==> config.mk <==
export PLATFORM = sky130hd
export DESIGN_NAME = mem_access_unit_flat
export DESIGN_NICKNAME = d
export VERILOG_FILES = /design/src/rtl/mem_access_pkg.sv /design/src/rtl/mem_access_unit_if.sv /design/src/rtl/mem_access_unit_load_formatter.sv /design/src/rtl/mem_access_unit.sv /design/src/flat_wrapper.sv
export SDC_FILE = /design/constraint.sdc
export NUM_CORES = 1
export LEC_CHECK = 0
export CORE_MARGIN = 1.5
export CORE_UTILIZATION = 34
export DETAILED_ROUTE_END_ITERATION = 8
export GPL_ROUTABILITY_DRIVEN = 0
export GPL_TIMING_DRIVEN = 1
export PLACE_DENSITY = 0.67
export SLEW_MARGIN = 10
export SYNTH_ARGS = -nofsm -noshare
export SYNTH_HDL_FRONTEND = slang
export SYNTH_SLANG_ARGS = --single-unit
==> constraint.sdc <==
create_clock -name clk -period 4.1 [get_ports clk]
set_clock_uncertainty 0.15 [all_clocks]
set_input_delay 0.41 -clock clk [delete_from_list [all_inputs] [get_ports clk]]
set_output_delay 0.41 -clock clk [all_outputs]
set_load 0.1 [all_outputs]
==> src/rtl/mem_access_pkg.sv <==
// Shared definitions for the load/store initiator: FSM encoding and bus widths.
// Latency: n/a (types and constants only).
// Backpressure: n/a.
package mem_access_pkg;

  localparam int AW = 16;  // byte address width
  localparam int DW = 16;  // data width

  typedef enum logic [1:0] {
    IDLE  = 2'd0,
    ISSUE = 2'd1,
    WAIT  = 2'd2,
    RESP  = 2'd3
  } state_t;

endpackage

==> src/rtl/mem_access_unit_if.sv <==
// Bundle between the MEM stage, the load/store unit and dataMemory.
// Latency: n/a (wires only).
// Backpressure: req_valid/req_ready on the request side, resp_valid/resp_ready on the response side.
// Ports: req_* request, resp_* response, memRead/memWrite/sByte/addr/wrData/dataOut memory side.
interface mem_access_unit_if #(
  parameter int AW = mem_access_pkg::AW,
  parameter int DW = mem_access_pkg::DW
);
  logic          req_valid;
  logic          req_ready;
  logic          req_we;
  logic          req_byte;
  logic          req_signed;
  logic [AW-1:0] req_addr;
  logic [DW-1:0] req_wdata;
  logic          resp_valid;
  logic          resp_ready;
  logic [DW-1:0] resp_data;
  logic          misalign_err;
  logic          memRead;
  logic          memWrite;
  logic          sByte;
  logic [AW-1:0] addr;
  logic [DW-1:0] wrData;
  logic [DW-1:0] dataOut;

  // The unit itself.
  modport slave (
    input  req_valid, req_we, req_byte, req_signed, req_addr, req_wdata,
    input  resp_ready, dataOut,
    output req_ready, resp_valid, resp_data, misalign_err,
    output memRead, memWrite, sByte, addr, wrData
  );

  // Pipeline plus memory, seen from the outside of the unit.
  modport master (
    output req_valid, req_we, req_byte, req_signed, req_addr, req_wdata,
    output resp_ready, dataOut,
    input  req_ready, resp_valid, resp_data, misalign_err,
    input  memRead, memWrite, sByte, addr, wrData
  );
endinterface

==> src/rtl/mem_access_unit_load_formatter.sv <==
// Formats raw memory read data into a load result (byte select + sign/zero extension).
// Latency: combinational.
// Backpressure: none.
// Ports: dataOut raw halfword, addrLsb byte lane, isByte/isSigned access type, result formatted data.
module load_formatter
  import mem_access_pkg::*;
(
  input  logic [DW-1:0] dataOut,
  input  logic          addrLsb,
  input  logic          isByte,
  input  logic          isSigned,
  output logic [DW-1:0] result
);

  logic [7:0] selByte;

  always_comb begin
    // Little-endian: the odd byte sits in the upper lane of the aligned halfword.
    selByte = addrLsb ? dataOut[15:8] : dataOut[7:0];
    if (!isByte) begin
      result = dataOut;
    end else if (isSigned) begin
      result = {{(DW-8){selByte[7]}}, selByte};
    end else begin
      result = {{(DW-8){1'b0}}, selByte};
    end
  end

endmodule

==> src/rtl/mem_access_unit.sv <==
// Single-outstanding load/store initiator between the MEM stage and dataMemory; traps misaligned halfwords.
// Latency: accept->resp_valid is 1 cycle (misaligned), 2 (store), 3 (load); all memory-side outputs registered.
// Backpressure: req_ready only in IDLE; response held in RESP until resp_ready, nothing queued.
// Ports: clk, rst (sync, active-low), bus (slave modport of mem_access_unit_if).
module mem_access_unit #(
  parameter int AW = mem_access_pkg::AW,
  parameter int DW = mem_access_pkg::DW
) (
  input  logic             clk,
  input  logic             rst,
  mem_access_unit_if.slave bus
);
  import mem_access_pkg::*;

  state_t state, nextState;

  // Request fields still needed after the accept edge. Address and store
  // data are captured directly into addrQ/wrDataQ, which already hold them
  // for the ISSUE cycle.
  logic capWe, capByte, capSigned, capLsb;

  logic          memReadQ, memWriteQ, sByteQ;
  logic [AW-1:0] addrQ;
  logic [DW-1:0] wrDataQ;
  logic          respValidQ, misalignQ;
  logic [DW-1:0] respDataQ;

  logic          memReadNxt, memWriteNxt, sByteNxt;
  logic [AW-1:0] addrNxt;
  logic [DW-1:0] wrDataNxt;
  logic          respValidNxt, misalignNxt;
  logic [DW-1:0] respDataNxt;

  logic          accept;
  logic          misaligned;
  logic [DW-1:0] fmtResult;

  assign accept     = (state == IDLE) && bus.req_valid;
  assign misaligned = !bus.req_byte && bus.req_addr[0];

  load_formatter u_fmt (
    .dataOut  (bus.dataOut),
    .addrLsb  (capLsb),
    .isByte   (capByte),
    .isSigned (capSigned),
    .result   (fmtResult)
  );

  // State register.
  always_ff @(posedge clk) begin
    if (!rst) begin
      state <= IDLE;
    end else begin
      state <= nextState;
    end
  end

  // Next-state logic.
  always_comb begin
    nextState = state;
    case (state)
      IDLE:    if (bus.req_valid) nextState = misaligned ? RESP : ISSUE;
      ISSUE:   nextState = capWe ? RESP : WAIT;
      WAIT:    nextState = RESP;
      RESP:    if (bus.resp_ready) nextState = IDLE;
      default: nextState = IDLE;
    endcase
  end

  // Output logic: next values of the registered outputs. Strobes are set on
  // the accept edge so they are high exactly during ISSUE.
  always_comb begin
    memReadNxt   = 1'b0;
    memWriteNxt  = 1'b0;
    sByteNxt     = 1'b0;
    addrNxt      = addrQ;
    wrDataNxt    = wrDataQ;
    respValidNxt = (nextState == RESP);
    respDataNxt  = respDataQ;
    misalignNxt  = misalignQ;
    case (state)
      IDLE: begin
        if (accept) begin
          if (misaligned) begin
            respDataNxt = '0;
            misalignNxt = 1'b1;
          end else if (bus.req_we) begin
            memWriteNxt = 1'b1;
            sByteNxt    = bus.req_byte;
            addrNxt     = bus.req_addr;
            wrDataNxt   = bus.req_wdata;
          end else begin
            memReadNxt = 1'b1;
            // Loads always fetch the aligned halfword; the formatter picks the lane.
            addrNxt    = {bus.req_addr[AW-1:1], 1'b0};
          end
        end
      end
      ISSUE: begin
        if (capWe) begin
          respDataNxt = '0;
          misalignNxt = 1'b0;
        end
      end
      WAIT: begin
        respDataNxt = fmtResult;
        misalignNxt = 1'b0;
      end
      RESP: begin
        // resp_data stays put after the handshake; the error flag is cleared
        // so it never lingers into the next request.
        if (bus.resp_ready) misalignNxt = 1'b0;
      end
      default: ;
    endcase
  end

  always_ff @(posedge clk) begin
    if (!rst) begin
      capWe      <= 1'b0;
      capByte    <= 1'b0;
      capSigned  <= 1'b0;
      capLsb     <= 1'b0;
      memReadQ   <= 1'b0;
      memWriteQ  <= 1'b0;
      sByteQ     <= 1'b0;
      addrQ      <= '0;
      wrDataQ    <= '0;
      respValidQ <= 1'b0;
      respDataQ  <= '0;
      misalignQ  <= 1'b0;
    end else begin
      if (accept) begin
        capWe     <= bus.req_we;
        capByte   <= bus.req_byte;
        capSigned <= bus.req_signed;
        capLsb    <= bus.req_addr[0];
      end
      memReadQ   <= memReadNxt;
      memWriteQ  <= memWriteNxt;
      sByteQ     <= sByteNxt;
      addrQ      <= addrNxt;
      wrDataQ    <= wrDataNxt;
      respValidQ <= respValidNxt;
      respDataQ  <= respDataNxt;
      misalignQ  <= misalignNxt;
    end
  end

  assign bus.req_ready    = (state == IDLE);
  assign bus.memRead      = memReadQ;
  assign bus.memWrite     = memWriteQ;
  assign bus.sByte        = sByteQ;
  assign bus.addr         = addrQ;
  assign bus.wrData       = wrDataQ;
  assign bus.resp_valid   = respValidQ;
  assign bus.resp_data    = respDataQ;
  assign bus.misalign_err = misalignQ;

endmodule
==> src/flat_wrapper.sv <==
// flat-port wrapper written by rule: the top's interface ports become plain ports
module mem_access_unit_flat import mem_access_pkg::*;
#(
  parameter int AW = mem_access_pkg::AW,
  parameter int DW = mem_access_pkg::DW
)
  (clk, rst, bus_req_valid, bus_req_we, bus_req_byte, bus_req_signed, bus_req_addr, bus_req_wdata, bus_resp_ready, bus_dataOut, bus_req_ready, bus_resp_valid, bus_resp_data, bus_misalign_err, bus_memRead, bus_memWrite, bus_sByte, bus_addr, bus_wrData);
  mem_access_unit_if #(.AW(AW), .DW(DW)) bus_i ();
  input  logic clk;
  input  logic rst;
  input wire logic [$bits(bus_i.req_valid)-1:0] bus_req_valid;
  input wire logic [$bits(bus_i.req_we)-1:0] bus_req_we;
  input wire logic [$bits(bus_i.req_byte)-1:0] bus_req_byte;
  input wire logic [$bits(bus_i.req_signed)-1:0] bus_req_signed;
  input wire logic [$bits(bus_i.req_addr)-1:0] bus_req_addr;
  input wire logic [$bits(bus_i.req_wdata)-1:0] bus_req_wdata;
  input wire logic [$bits(bus_i.resp_ready)-1:0] bus_resp_ready;
  input wire logic [$bits(bus_i.dataOut)-1:0] bus_dataOut;
  output wire logic [$bits(bus_i.req_ready)-1:0] bus_req_ready;
  output wire logic [$bits(bus_i.resp_valid)-1:0] bus_resp_valid;
  output wire logic [$bits(bus_i.resp_data)-1:0] bus_resp_data;
  output wire logic [$bits(bus_i.misalign_err)-1:0] bus_misalign_err;
  output wire logic [$bits(bus_i.memRead)-1:0] bus_memRead;
  output wire logic [$bits(bus_i.memWrite)-1:0] bus_memWrite;
  output wire logic [$bits(bus_i.sByte)-1:0] bus_sByte;
  output wire logic [$bits(bus_i.addr)-1:0] bus_addr;
  output wire logic [$bits(bus_i.wrData)-1:0] bus_wrData;
  assign bus_i.req_valid = bus_req_valid;
  assign bus_i.req_we = bus_req_we;
  assign bus_i.req_byte = bus_req_byte;
  assign bus_i.req_signed = bus_req_signed;
  assign bus_i.req_addr = bus_req_addr;
  assign bus_i.req_wdata = bus_req_wdata;
  assign bus_i.resp_ready = bus_resp_ready;
  assign bus_i.dataOut = bus_dataOut;
  assign bus_req_ready = bus_i.req_ready;
  assign bus_resp_valid = bus_i.resp_valid;
  assign bus_resp_data = bus_i.resp_data;
  assign bus_misalign_err = bus_i.misalign_err;
  assign bus_memRead = bus_i.memRead;
  assign bus_memWrite = bus_i.memWrite;
  assign bus_sByte = bus_i.sByte;
  assign bus_addr = bus_i.addr;
  assign bus_wrData = bus_i.wrData;
  mem_access_unit #(.AW(AW), .DW(DW)) u_core (.clk(clk), .rst(rst), .bus(bus_i));
endmodule
==> results of run 1 <==
sequential cells by signal, indices dropped and copies added (netlist names):
register and count:
u_core.capByte 1, u_core.state 2, u_core.bus.misalign_err 1, u_core.bus.memWrite 1, u_core.bus.sByte 1, u_core.bus.wrData 16, u_core.bus.memRead 1, u_core.capLsb 1
u_core.capSigned 1, u_core.capWe 1, u_core.bus.resp_data 16, u_core.bus.resp_valid 1, u_core.bus.addr 16
where the power goes:
part           switching, mW  internal, mW
registers             0.0242         0.607
clock network          0.220         0.338
logic                  0.319         0.135
how the worst max path moves through the flow:
stage                               start                  endpoint  slack [ns]  depth (start not counted)
after floorplan           u_core.state[1]  u_core.bus.resp_data[10]        1.40                          5
after global placement       bus_req_byte      u_core.bus.wrData[9]        1.63                          4
after detailed placement     bus_req_byte     u_core.bus.wrData[14]        1.56                          4
after CTS                 u_core.state[0]             bus_req_ready        1.26                          2
after global routing      u_core.state[0]             bus_req_ready        1.14                          2
final                     u_core.state[0]             bus_req_ready        1.28                          2
logic make-up after synthesis:
| logic type | Yosys count |
|---|---|
| compound gates | 100 |
| buf+inv | 24 |
| flops | 59 |
| mux | 7 |
| simple gates | 79 |
final cells by class:
type	count	share of cell area, %
flip-flops and latches	59	31.52
multi-input cells	186	30.72
repair buffers	109	28.91
clock buffers	10	3.406
well taps	96	3.205
clock inverters	6	2.137
inverters	1	0.1002
Yosys cell counts (2+ instances only):
cell	n
buf_4	5
clkbuf_2	3
o21ai_0	41
buf_6	2
a21boi_1	14
and3_1	3
o22ai_1	15
dfxtp_1	59
and4b_1	2
nand2b_1	2
buf_2	3
nand3_1	33
nor2b_1	2
clkbuf_1	10
a21boi_0	21
nor2_1	3
nand2_1	25
mux2i_1	7
a21oi_1	2
metrics by stage:
step / cells / hold slack [ns]
CTS: 467 / 0.3190
finish: 467 / 0.3208
global route: 467 / 0.3444
detailed placement: 451 / 0.3080
global placement: 451 / 0.3002
floorplan: 269 / 0.2855
worst register-to-register path: stages (launching register included):
cell and delay (ns):
dfxtp_1 0.44, nand4bb_1 0.68, o21ai_0 0.40, a21boi_0 0.14
routing by layer:
metal / GRT usage [%] / vias up / routed length, um
li1: - / 1172 / -
met3: 6.598 / 6 / 398
met5: 0 / - / 0
met4: 4.688 / 0 / 73
met1: 21.95 / 1073 / 3065
met2: 29.01 / 66 / 3222
==> flow_summary.yaml, run 1 <==
yosys:
  synthTopCellsByArea: "dfxtp_1 (48%), o21ai_0 (8.3%), nand3_1 (6.7%)"
  synthFlopType: "dfxtp_1"
  ys_types: 36
  yosys.area_share.xor_xnor_pct: 0
  avgSynthCellArea_um2: 9.158
  synth_top_area_cell: "dfxtp_1"
  syn_area_mm2: 0.002464
  ys_seq_elements: 59
  syn-instance-count: 269
  synth_top_area_share_pct: 47.94
  synth.area.mux_share_pct: 2.844
  synth_compound_area_share_pct: 26.05
  yosysWarnings: 0
  synth_edf_count: 0
  syn_nets: 324
  synth_top_family_by_area: "compound AO/OA/AOI/OAI gates"
  synthArstFlopShare_pct: 0
  yosys.area_share.simple_pct: 17.83
  yosysSeqAreaShare_pct: 47.94
  synthAdderAreaFrac_pct: 0
worst_setup_path:
  worst-path-buf-inv: 1
  path_max_fanout: 13
  timing.rr.start: "u_core.state[0]"
  rr_endpoint: "u_core.bus.wrData[14]"
  critPathRequiredTime_ns: 3.54
  critPathCaptureType: "primary output"
  r2r_slack_ns: 2.17
  ff2ff_path_depth: 3
  crit_chain: "nor2_1 > clkdlybuf4s50_1"
  crit_type: "reg2out"
  worst-endpoint-arrival_ns: 2.26
  cp_top_family: "buffers and inverters"
  critPathLaunchType: "flip-flop"
  max_stage_delay_ns: 1.20
  critical-path-slowest-cell: "clkdlybuf4s50_1"
global_routing:
  grt_pass1_wl_um: 10520
  grt_antenna_before_repair: 0
  overflow: 0
  track_usage_pct: 17.70
  grt_max_degree: 44
  grt_pass1_vias: 2144
run_status:
  outcome: "completed"
finish:
  fillerInstances: 678
  layout-drive-gt1-share_pct: 6.739
  layout_commonest_cell: "clkdlybuf4s50_1"
  num_antenna_cells: 0
  final-seq-area_mm2: 0.001181
  nets: 421
  finalInstanceArea_mm2: 0.003747
  most-common-layout-cells: "clkdlybuf4s50_1 (107), dfxtp_1 (59), o21ai_0 (41)"
  multi_input_area_mm2: 0.001151
  synthToLayoutAreaGrowth_pct: 52.11
  final_util_pct: 54.26
pwr:
  power_mw: 1.643
  powerDensity_mw_per_mm2: 438.5
  power.leakage_nw: 1.344
  ir_drop_mv: 0.2613
cts:
  cts.sink_count: 59
  htree_levels: 3
  ctsHoldBuffers: 0
  clock_path_buffers: 2
  root_buffer: "clkbuf_8"
  insertion_delay_ns: 0.33
  numCtsBuffers: 9
  cts_tree: "done"
  clkTransAtPathRegs_ns: 0.07
  postCtsResizedCells: 0
  post-cts-setup-buffers: 0
placed_design:
  detailedPlace.worstSlack_ns: 1.564
  portBuffers: 108
  hpwl_um: 4392
  place_area_mm2: 0.003540
timing:
  final-max-slew-violation-count: 0
  rsz0062_at_grt: "no"
  hold_viol_final: 0
  period_share_pct: 68.78
  setup_ws_ns: 1.280
  fin_crit_ns: 2.820
  max-slew-margin-rel_pct: 17.62
  clock.fmax_mhz: 354.6
  setup_viol_count_final: 0
  worst_pin_slew_ns: 1.236
  setup-tns-final_ns: 0
detailed_routing:
  avgViaCountPerCell: 4.961
  ant_nets: 0
  vias: 2317
  drtPass1Iterations: 4
  route.detailed.wl_per_inst_um: 14.48
  drc: 0
  wl_um: 6760
  detailedRoute.firstIterationViolations: 113
floorplan:
  num_io_pins: 109
  row_count: 30
  die_x_um: 88.12
  core_area_mm2: 0.006907
  die_height_um: 88.12
  initial_core_util_pct: 35.67
  dieArea_mm2: 0.007765
run:
  drv_cap: 0
min_path:
  hp-class: "reg2reg"
  whs_endpoint: "u_core.bus.resp_data[14]"
  whs_path_depth: 2
  hold_path.startpoint: "u_core.bus.resp_data[14]"
Note: power is estimated with default switching activity, not from simulation.
==> run 2: changes to the inputs <==
- clock period: 4.1 -> 2.8 ns (I/O delays scaled with it)
==> run 2 against run 1 <==
Sequential power up 47%. Die area unchanged. Via count down 0.30%. Wire length down 0.70%. Utilization down 1.8 points. Register-to-register slack worse by 1.2 ns. Total power up 40%. Worst hold slack worse by 0.036 ns. Clock power up 30%. Sequential share of layout area up 1.1 points. Global-route usage down 0.43 points. Largest power group unchanged. Highest routed layer unchanged.
==> flow_summary.yaml, run 2 (same netlist as run 1, synthesis figures left out) <==
floorplan:
  row_count: 30
  dieArea_mm2: 0.007765
  die_height_um: 88.12
  core_area_mm2: 0.006907
  initial_core_util_pct: 35.67
  die_x_um: 88.12
  num_io_pins: 109
timing:
  hold_viol_final: 0
  setup_viol_count_final: 0
  hold_ws_ns: 0.2849
  clock.fmax_mhz: 537.2
  rsz0062_at_grt: "no"
  worst_pin_slew_ns: 0.6922
  setup-tns-final_ns: 0
  fin_crit_ns: 1.861
  max-slew-margin-rel_pct: 53.80
  setup_ws_ns: 0.9385
  final-max-slew-violation-count: 0
  period_share_pct: 66.48
pwr:
  clkPwrFrac_pct: 31.6
  power.leakage_nw: 1.456
  p_switching_mw: 0.8122
  p_int_mw: 1.496
  ir_drop_mv: 0.2271
  pwr-share-comb_pct: 28.3
  switching_share_pct: 35.20
  seq_power_share_pct: 40.1
  powerDensity_mw_per_mm2: 636.5
worst_setup_path:
  critical-path-slowest-cell: "or3b_1"
  crit_chain: "or3b_1 > o21ai_0 > a21boi_0"
  worst-endpoint-arrival_ns: 1.95
  crit_type: "reg2reg"
  worst-path-buf-inv: 0
  critPathRequiredTime_ns: 2.89
  cp_top_family: "simple AND/OR/NAND/NOR gates"
  path_max_fanout: 21
  critPathLaunchType: "flip-flop"
  max_stage_delay_ns: 0.63
  critPathCaptureType: "flip-flop"
finish:
  num_antenna_cells: 0
  synthToLayoutAreaGrowth_pct: 47.18
  instances_no_fill: 471
  most-common-layout-cells: "buf_4 (59), dfxtp_1 (59), clkdlybuf4s50_1 (53)"
  nets: 425
  layout-drive-gt1-share_pct: 21.87
  fillerInstances: 681
global_routing:
  grt_pass1_vias: 2215
  overflow: 0
  grt_max_degree: 33
  grt_pass1_wl_um: 10460
  track_usage_pct: 17.26
  grt_antenna_before_repair: 0
cts:
  postCtsResizedCells: 0
  htree_levels: 3
  post-cts-setup-buffers: 0
  ctsHoldBuffers: 0
  numCtsBuffers: 9
  insertion_delay_ns: 0.31
  clock_path_buffers: 2
  cts.sink_count: 59
  root_buffer: "clkbuf_8"
  cts_tree: "done"
  clkTransAtPathRegs_ns: 0.06
detailed_routing:
  drtPass1Iterations: 4
  drc: 0
  detailedRoute.firstIterationViolations: 94
  ant_nets: 0
  route.detailed.wl_per_inst_um: 14.25
  vias: 2310
  wl_um: 6713
  avgViaCountPerCell: 4.904
placed_design:
  portBuffers: 108
  hpwl_um: 4672
  detailedPlace.worstSlack_ns: 0.6406
  dpl.cell_count: 455
run_status:
  outcome: "completed"
min_path:
  hp-class: "in2reg"
run:
  drv_cap: 0
==> run 2: final timing paths <==
| path | depth (start not counted) | slack [ns] | from | end |
|---|---|---|---|---|
| setup / recovery | 3 | 0.94 | u_core.state[0] | u_core.bus.addr[5] |
| hold / removal | 3 | 0.28 | rst | u_core.state[0] |
| setup reg to reg | 3 | 0.94 | u_core.state[0] | u_core.bus.addr[5] |
| hold reg to reg | 2 | 0.31 | u_core.capSigned | u_core.capSigned |
==> run 2: routing by layer <==
layer | vias to the layer above | global-route usage (%) | routed length (um)
li1 | 1182 | - | -
met1 | 1053 | 23.23 | 3136
met2 | 69 | 27.20 | 3156
met3 | 6 | 3.582 | 342
met4 | 0 | 6.676 | 78
met5 | - | 0 | 0
==> run 2: power by group through the flow <==
| stage | registers [mW] | clock network (mW) | logic (mW) |
|---|---|---|---|
| after floorplan | 1.23 | 0 | 0.186 |
| after global placement | 0.944 | 0 | 0.654 |
| after detailed placement | 0.945 | 0 | 0.656 |
| after CTS | 0.927 | 0.748 | 0.657 |
| after global routing | 0.933 | 0.788 | 0.686 |
| final | 0.926 | 0.728 | 0.653 |
==> run 2: metrics by stage <==
stage	power (mW)	utilization, %	cell area [um^2]
floorplan	1.419	-	2464
global placement	1.597	49.73	3435
detailed placement	1.600	49.73	3435
CTS	2.332	52.50	3626
global route	2.407	52.50	3626
finish	2.308	52.50	3626
==> run 2: layout make-up <==
type	count	area, um^2	share of cell area (%)
Multi-Input combinational cell	186	1151	31.75
Clock buffer	15	186.4	5.141
Timing Repair Buffer	113	978.4	26.98
Sequential cell	59	1181	32.57
Inverter	1	3.754	0.1035
Tap cell	96	120.1	3.313
Clock inverter	1	5.005	0.1380
==> run 2: worst min-delay path, delay by kind of cell <==
kind | cells | cell delay (ns)
buffers and inverters | 1 | 0.26
AND/OR/NAND/NOR | 2 | 0.16
==> run 3: changes to the inputs <==
- PLACE_DENSITY: 0.67 -> 0.7
- clock period: 2.8 -> 1.7 ns (I/O delays scaled with it)
==> run 3 against run 2 <==
Utilization grew 12 points. Final area grew 23%. Critical endpoint is now bus_req_ready. Flip-flop and latch count is the same. Sequential power grew 67%. Highest routed layer unchanged. Sequential share of layout area shrank 6.1 points. Register-to-register slack lost 0.76 ns. Global-route usage grew 2.1 points. Clock-buffer cell count shrank 5.
==> flow_summary.yaml, run 3 (same netlist as run 1, synthesis figures left out) <==
cts:
  root_buffer: "clkbuf_8"
  clkTransAtPathRegs_ns: 0.06
  clock_path_buffers: 2
  postCtsResizedCells: 0
  ctsHoldBuffers: 0
  post-cts-setup-buffers: 0
  cts_tree: "done"
  insertion_delay_ns: 0.34
  htree_levels: 3
  numCtsBuffers: 9
  cts.sink_count: 59
floorplan:
  die_height_um: 88.12
  die_x_um: 88.12
  num_io_pins: 109
  initial_core_util_pct: 35.67
  dieArea_mm2: 0.007765
  core_area_mm2: 0.006907
  row_count: 30
finish:
  most-common-layout-cells: "dfxtp_1 (59), buf_12 (58), clkdlybuf4s50_1 (53)"
  nets: 441
  layout-drive-gt1-share_pct: 25.83
  synthToLayoutAreaGrowth_pct: 81.31
  num_antenna_cells: 0
  layout_commonest_cell: "dfxtp_1"
  finalInstanceArea_mm2: 0.004467
  fillerInstances: 569
run_status:
  outcome: "completed"
worst_setup_path:
  worstSetupEndpoint: "bus_req_ready"
  cp_top_family: "buffers and inverters"
  max_stage_delay_ns: 0.37
  worst-endpoint-arrival_ns: 1.27
  critPathLaunchType: "flip-flop"
  rr_endpoint: "u_core.bus.resp_data[10]"
  path_max_fanout: 8
  critPathCaptureType: "primary output"
  worst-path-buf-inv: 2
  startpoint: "u_core.state[0]"
  r2r_slack_ns: 0.18
  crit_type: "reg2out"
  critical-path-slowest-cell: "dfxtp_1"
  timing.rr.start: "u_core.state[1]"
  crit_cells: 3
  crit_chain: "buf_4 > nor2_4 > buf_12"
  critPathRequiredTime_ns: 1.38
  ff2ff_path_depth: 4
global_routing:
  grt-busiest-layer: "met2"
  grt_antenna_before_repair: 0
  grtUsageMet2_pct: 31.16
  overflow: 0
  use_met1_pct: 23.99
  grt.met3_usage_pct: 4.618
  grt_pass1_wl_um: 11540
  grt_max_degree: 26
  track_usage_pct: 19.41
  grt_pass1_vias: 2387
timing:
  final-max-slew-violation-count: 0
  worst_pin_slew_ns: 0.4396
  setup-tns-final_ns: 0
  hold_viol_final: 0
  setup_viol_count_final: 0
  rsz0062_at_grt: "no"
  clock.fmax_mhz: 629.3
  period_share_pct: 93.48
  max-slew-margin-rel_pct: 70.69
  fin_crit_ns: 1.589
detailed_routing:
  wl_um: 7163
  drc: 0
  avgViaCountPerCell: 4.990
  detailedRoute.firstIterationViolations: 90
  vias: 2430
  route.detailed.wl_per_inst_um: 14.71
  ant_nets: 0
  drtPass1Iterations: 4
pwr:
  p_int_mw: 2.577
  seq_power_share_pct: 38.3
  switching_share_pct: 36.33
  pwr-share-comb_pct: 33.3
  clkPwrFrac_pct: 28.4
  power.leakage_nw: 1.694
  ir_drop_mv: 0.4547
  powerDensity_mw_per_mm2: 906.2
  p_switching_mw: 1.471
run:
  drv_cap: 0
placed_design:
  hpwl_um: 5153
  place_area_mm2: 0.004288
  portBuffers: 108
min_path:
  hp-class: "in2reg"
-- run 3: changes by cell type in the layout (fill, tap and decap cells not counted) --
| cell | change |
|---|---|
| clkinvlp_4 | +3 |
| clkinv_4 | +1 |
| clkinv_2 | +1 |
| clkbuf_1 | -2 |
| buf_4 | -42 |
| clkbuf_8 | -3 |
| nor2_4 | +1 |
| nor2_1 | -1 |
| buf_12 | +58 |
-- run 3: through the flow --
step	instances	hold slack (ns)	setup WS (ns)	util [%]	power (mW)
2_1_floorplan	269	0.09110	0.002580	-	2.345
3_3_place_gp	471	0.2999	-0.06302	62.08	2.917
3_5_place_dp	471	0.3033	-0.1168	62.08	2.936
4_1_cts	487	0.09924	0.07323	64.67	4.082
5_1_grt	487	0.1359	0.03261	64.67	4.196
6_report	487	0.1149	0.1109	64.67	4.048
-- run 3: layer usage --
layer / share of wire, % / vias up
li1: - / 1206
met1: 43 / 1132
met2: 48 / 71
met3: 5.2 / 21
met4: 3.3 / 0
met5: 0 / -
-- run 3: worst reg2reg max path, cell delays in order, from the launching register on --
cell	delay, ns
dfxtp_1	0.42
nor2b_1	0.33
o221ai_2	0.16
buf_4	0.20
o22ai_1	0.18
-- run 3: final cells by class --
class | count | area [um^2] | share of cell area, %
Clock buffer | 10 | 137.6 | 3.081
Clock inverter | 6 | 41.29 | 0.9244
Inverter | 1 | 3.754 | 0.08403
Multi-Input combinational cell | 186 | 1159 | 25.94
Sequential cell | 59 | 1181 | 26.44
Tap cell | 96 | 120.1 | 2.689
Timing Repair Buffer | 129 | 1824 | 40.84
-- run 3: worst min-delay path by stage --
stage,from,end,cells past startpoint
finish,rst,u_core.state[0],3
global route,rst,u_core.state[0],3
CTS,rst,u_core.state[0],3
detailed placement,u_core.capSigned,u_core.capSigned,2
global placement,u_core.capSigned,u_core.capSigned,2
floorplan,bus_req_we,u_core.bus.memRead,1
-- run 3: power groups by stage --
| stage | clock (mW) | combinational (mW) | sequential, mW |
|---|---|---|---|
| floorplan | 0 | 0.315 | 2.03 |
| global placement | 0 | 1.34 | 1.58 |
| detailed placement | 0 | 1.35 | 1.58 |
| CTS | 1.17 | 1.36 | 1.55 |
| global route | 1.23 | 1.41 | 1.56 |
| finish | 1.15 | 1.35 | 1.55 |
